## src/rtl/uart_tx_arbiter.sv

```systemverilog
// Round-robin, packet-locked arbiter sharing one UART transmitter among N requesters.
// A granted requester keeps the transmitter until it sends a byte flagged last, or until
// it stalls in LOAD for LOCK_TO cycles, at which point the lock is force-released.
module uart_tx_arbiter #(
  parameter int unsigned N       = 4,
  parameter int unsigned LOCK_TO = 1023
) (
  input  logic             clk,
  input  logic             rstn,
  input  logic [N-1:0]     req_vld_i,
  input  logic [8*N-1:0]   req_data_i,
  input  logic [N-1:0]     req_last_i,
  output logic [N-1:0]     req_rdy_o,
  output logic             tx_vld_o,
  output logic [7:0]       tx_data_o,
  input  logic             tx_rdy_i,
  output logic [N-1:0]     grant_o,
  output logic             busy_o,
  output logic             err_timeout_o
);

  localparam int unsigned PW = (N > 1) ? $clog2(N) : 1;
  localparam int unsigned CW = $clog2(LOCK_TO + 1);

  typedef enum logic [1:0] {StIdle, StLoad, StIssue, StSend} state_e;

  state_e          state_q, state_d;
  logic [N-1:0]    grant_q, grant_d;
  logic [PW-1:0]   gidx_q, gidx_d;
  logic [PW-1:0]   ptr_q, ptr_d;
  logic [CW-1:0]   cnt_q, cnt_d;
  logic [CW-1:0]   cnt_inc;
  logic [7:0]      data_q, data_d;
  logic            last_q, last_d;
  logic            seen_low_q, seen_low_d;
  logic            err_q, err_d;

  logic [N-1:0]    pick_oh;
  logic [PW-1:0]   pick_idx;
  logic            pick_found;
  logic [PW:0]     pick_sum;
  logic [7:0]      sel_data;

  assign sel_data = req_data_i[{gidx_q, 3'b000} +: 8];

  // Round-robin pick: first requester set, scanning from ptr+1 upward modulo N.
  always_comb begin
    pick_oh    = '0;
    pick_idx   = '0;
    pick_found = 1'b0;
    pick_sum   = '0;
    for (int unsigned k = 1; k <= N; k++) begin
      pick_sum = {1'b0, ptr_q} + (PW+1)'(k);
      if (pick_sum >= (PW+1)'(N)) pick_sum = pick_sum - (PW+1)'(N);
      if (!pick_found && req_vld_i[pick_sum[PW-1:0]]) begin
        pick_oh[pick_sum[PW-1:0]] = 1'b1;
        pick_idx                  = pick_sum[PW-1:0];
        pick_found                = 1'b1;
      end
    end
  end

  // Saturating lock-timeout increment.
  always_comb begin
    cnt_inc = (cnt_q == CW'(LOCK_TO)) ? cnt_q : cnt_q + CW'(1);
  end

  // Next-state and output decode.
  always_comb begin
    state_d    = state_q;
    grant_d    = grant_q;
    gidx_d     = gidx_q;
    ptr_d      = ptr_q;
    cnt_d      = cnt_q;
    data_d     = data_q;
    last_d     = last_q;
    seen_low_d = seen_low_q;
    err_d      = 1'b0;
    req_rdy_o  = '0;
    tx_vld_o   = 1'b0;
    unique case (state_q)
      StIdle: begin
        if (pick_found) begin
          grant_d = pick_oh;
          gidx_d  = pick_idx;
          cnt_d   = '0;
          state_d = StLoad;
        end
      end
      StLoad: begin
        req_rdy_o = grant_q & req_vld_i & {N{tx_rdy_i}};
        if (|req_rdy_o) begin
          data_d  = sel_data;
          last_d  = req_last_i[gidx_q];
          cnt_d   = '0;
          state_d = StIssue;
        end else if (cnt_inc == CW'(LOCK_TO)) begin
          // Stalled owner: drop the lock so the others are not starved.
          err_d   = 1'b1;
          ptr_d   = gidx_q;
          grant_d = '0;
          cnt_d   = '0;
          state_d = StIdle;
        end else begin
          cnt_d = cnt_inc;
        end
      end
      StIssue: begin
        // tx_rdy is expected high here; gating keeps a stray pulse off a busy transmitter.
        tx_vld_o   = tx_rdy_i;
        seen_low_d = 1'b0;
        if (tx_rdy_i) state_d = StSend;
      end
      StSend: begin
        if (!tx_rdy_i) begin
          seen_low_d = 1'b1;
        end else if (seen_low_q) begin
          if (last_q) begin
            ptr_d   = gidx_q;
            grant_d = '0;
            state_d = StIdle;
          end else begin
            cnt_d   = '0;
            state_d = StLoad;
          end
        end
      end
      default: state_d = StIdle;
    endcase
  end

  // State registers.
  always_ff @(posedge clk or negedge rstn) begin
    if (!rstn) begin
      state_q    <= StIdle;
      grant_q    <= '0;
      gidx_q     <= '0;
      ptr_q      <= PW'(N - 1);
      cnt_q      <= '0;
      data_q     <= 8'hFF;
      last_q     <= 1'b0;
      seen_low_q <= 1'b0;
      err_q      <= 1'b0;
    end else begin
      state_q    <= state_d;
      grant_q    <= grant_d;
      gidx_q     <= gidx_d;
      ptr_q      <= ptr_d;
      cnt_q      <= cnt_d;
      data_q     <= data_d;
      last_q     <= last_d;
      seen_low_q <= seen_low_d;
      err_q      <= err_d;
    end
  end

  assign tx_data_o     = data_q;
  assign grant_o       = grant_q;
  assign busy_o        = (state_q != StIdle);
  assign err_timeout_o = err_q;

endmodule
```

## config.mk

```make
export PLATFORM = sky130hd
export DESIGN_NAME = uart_tx_arbiter
export DESIGN_NICKNAME = d
export VERILOG_FILES = /design/src/rtl/uart_tx_arbiter.sv
export SDC_FILE = /design/constraint.sdc
export NUM_CORES = 1
export LEC_CHECK = 0
export BUFFER_PORTS_ARGS = -buffer_cell sky130_fd_sc_hd__buf_2
export CORE_AREA = 2 2 74 76
export DETAILED_ROUTE_END_ITERATION = 6
export DIE_AREA = 0 0 76 78
export MAX_ROUTING_LAYER = met4
export PLACE_DENSITY = 0.8
export SKIP_CTS_REPAIR_TIMING = 1
export SYNTH_ARGS = -nofsm -noshare
export SYNTH_HDL_FRONTEND = slang
export SYNTH_SLANG_ARGS = --single-unit
```

## constraint.sdc

```tcl
create_clock -name clk -period 2.47 [get_ports clk]
set_clock_uncertainty 0.1 [all_clocks]
set_input_delay 0.247 -clock clk [delete_from_list [all_inputs] [get_ports clk]]
set_output_delay 0.247 -clock clk [all_outputs]
set_load 0.1 [all_outputs]
```

==> flow_summary.toml <==
[run_status]
status = "complete, no violations"

[die]
num_rows = 26
die_y_um = 78
core-area_mm2 = 0.00504
num_io_pins = 62
die_width_um = 76
start_util = 0.473
die-area_mm2 = 0.00593

[placement]
hpwl_um = 4530
gp_congestion = 0.918
preCtsSetupSlack_ps = 165
dpl_cell_area_mm2 = 0.00278
dp_cells = 383
portBuffers = 61

[clocking]
clock-sinks = 31
path_clk_slew_ps = 70
root_buffer = "clkbuf_8"
htreeDepth = 2
max-clock-path-buffers = 2
cts_tree = "built"
numCtsBuffers = 5
clkLatencyLatePin_ps = 280

[worst_setup_path]
cp.arrival_ps = 2470
start_kind = "flip-flop"
path_class = "flip-flop to flip-flop"
cp_max_fo = 9
crit_start = "cnt_q[0]"
end_kind = "flip-flop"
r2r-start = "cnt_q[0]"
crit_required_ps = 2580

[final_layout]
antenna_cells = 0
most-common-layout-cells = "buf_2, nand2_1, dfrtp_1"
fillers = 431
multi_input_area_mm2 = 0.00151
fin_nets = 371
synthToLayoutAreaGrowth_pct = 22.1
seqCellArea_um2 = 788
drive_gt1_frac = 0.391
fin_cells = 392
final_cell_area_mm2 = 0.00291
final_common_cell = "buf_2"

[synth]
synth_warnings = 0
netlist.area_leader.share = 0.220
synth.mux.area_fraction = 0.166
syn_nets = 309
synth_xor_area_frac = 0.00367
synth_edf_count = 0
synth_area_mm2 = 0.00238
synth_compound_area_frac = 0.243
synth.ff_latch_count = 31
synth_top_family_by_area = "compound AO/OA/AOI/OAI gates"
synthFlopType = "dfrtp_1"
synthSimpleGateAreaFrac = 0.176
synth_cell_types = 56
yosysTopAreaCell = "dfrtp_1"
synthTopCellsByArea = "dfrtp_1, dfstp_2, mux4_2"
synth_fa_ha_area_frac = 0.0367
syn_area_per_cell_um2 = 9.21
seq_area_frac_synth = 0.331
synth-async-reset-ratio = 1.00
synth_cells = 259

[grt]
grt_pass1_vias = 2082
grt_max_degree = 32
grt_util_all_layers = 0.213
antenna_found_initial = 0
grt_first_pass_wirelength_um = 10100
grt_overflow = 0

[route]
first_pass_iters = 4
viasPerCell = 5.87
drt_iter0_markers = 204
drt_wl_total_um = 6020
ant_nets = 0
drc = 0
routedWlPerCell_um = 15.4
num_vias = 2300

[timing]
post-route-period-util = 0.954
finalMaxSlewViolations = 0
finalSetupViolations = 0
hold_viol_final = 0
setup_ws_ps = 113
period_minus_slack_ps = 2360
relSlewSlack = 0.535
hold_ws_ps = 218
tightest_slew_ps = 698
fmax_mhz = 424

[min_path]
worstHoldStart = "tx_rdy_i"
min_path_type = "input port to flip-flop"

[power]
ir_drop_mv = 0.718
p_leak_uw = 0.00125
total_power_uw = 3910
powerDensity_mw_per_mm2 = 1340

[job]
cap_violations = 0
-- area by class of cell --
class                      instances  share of cell area
tap                               70              0.0301
multi-input combinational        203               0.518
sequential                        31               0.271
inverter                          11              0.0142
clock inverter                     2              0.0120
clock buffer                       6              0.0284
timing repair buffer              69               0.126
-- flip-flops by register name, summed over array words and instances, names as in the netlist, named ones only --
| register | cells |
|---|---|
| seen_low_q | 1 |
| ptr_q | 2 |
| tx_data_o | 8 |
| state_q | 1 |
| grant_o | 4 |
| cnt_q | 10 |
| gidx_q | 2 |
| err_timeout_o | 1 |
| last_q | 1 |
-- cell usage after synthesis (2+ instances only) --
cell / number
inv_1: 10
nor2_1: 21
o31ai_1: 3
a222oi_1: 3
a41oi_1: 3
dfrtp_1: 21
mux2_2: 9
a21oi_1: 18
and3_1: 2
nand4_1: 3
ha_1: 7
o21ai_1: 3
buf_2: 8
o21a_1: 3
or2_2: 3
o21ai_0: 17
dfstp_2: 10
clkbuf_1: 5
a311oi_1: 4
nor3_1: 3
mux4_2: 10
o22ai_1: 3
nand2b_1: 6
a21o_1: 3
nand2_1: 32
mux2_4: 2
mux2i_1: 4
a32o_1: 2
and2_1: 2
a32oi_1: 2
a22oi_1: 3
nand3_1: 10
-- routing by layer --
| metal | vias to the layer above | part of all wire | global-route usage |
|---|---|---|---|
| li1 | 1104 | - | - |
| met1 | 1091 | 0.45 | 0.284 |
| met2 | 93 | 0.49 | 0.340 |
| met3 | 12 | 0.053 | 0.0279 |
| met4 | 0 | 0.015 | 0.0691 |
| met5 | - | 0 | - |
-- kinds of logic (layout without fill, tap and decap cells) --
logic type,Yosys count,in the layout
simple gates,88,88
buf+inv,25,88
compound gates,82,82
fa+ha+maj,7,7
flops,31,31
xor+xnor,1,1
mux,25,25
-- through the flow --
step,TNS (ps),utilization
after CTS,0,0.574
final,0,0.578
after floorplan,0,-
after global routing,-11.3,0.578
after detailed placement,0,0.551
after global placement,0,0.551
-- worst max-delay path, stage by stage, from the launching register on --
cell and delay (ps):
dfrtp_1 430, ha_1 380, o2111ai_1 200, a2111oi_4 530
and2_1 200, o21a_2 150, mux2_4 300
-- where the power goes --
part           leakage [µW]  switching, µW  total (µW)  internal [µW]
clock             0.0000612            186         512            326
sequential         0.000380            204         944            740
combinational      0.000813           1630        2460            833
-- path summary, 6_finish.rpt --
check | endpoint | slack, ps | cells after the start
worst max-delay path | ptr_q[1] | 110 | 6
min in group asynchronous | cnt_q[2] | 440 | 2
max in group asynchronous | cnt_q[7] | 1380 | 2
worst min-delay path | flip-flop | 220 | 4
worst max register to register | ptr_q[1] | 110 | 6
worst min register to register | last_q | 450 | 1
Note: power is estimated with default switching activity, not from simulation.
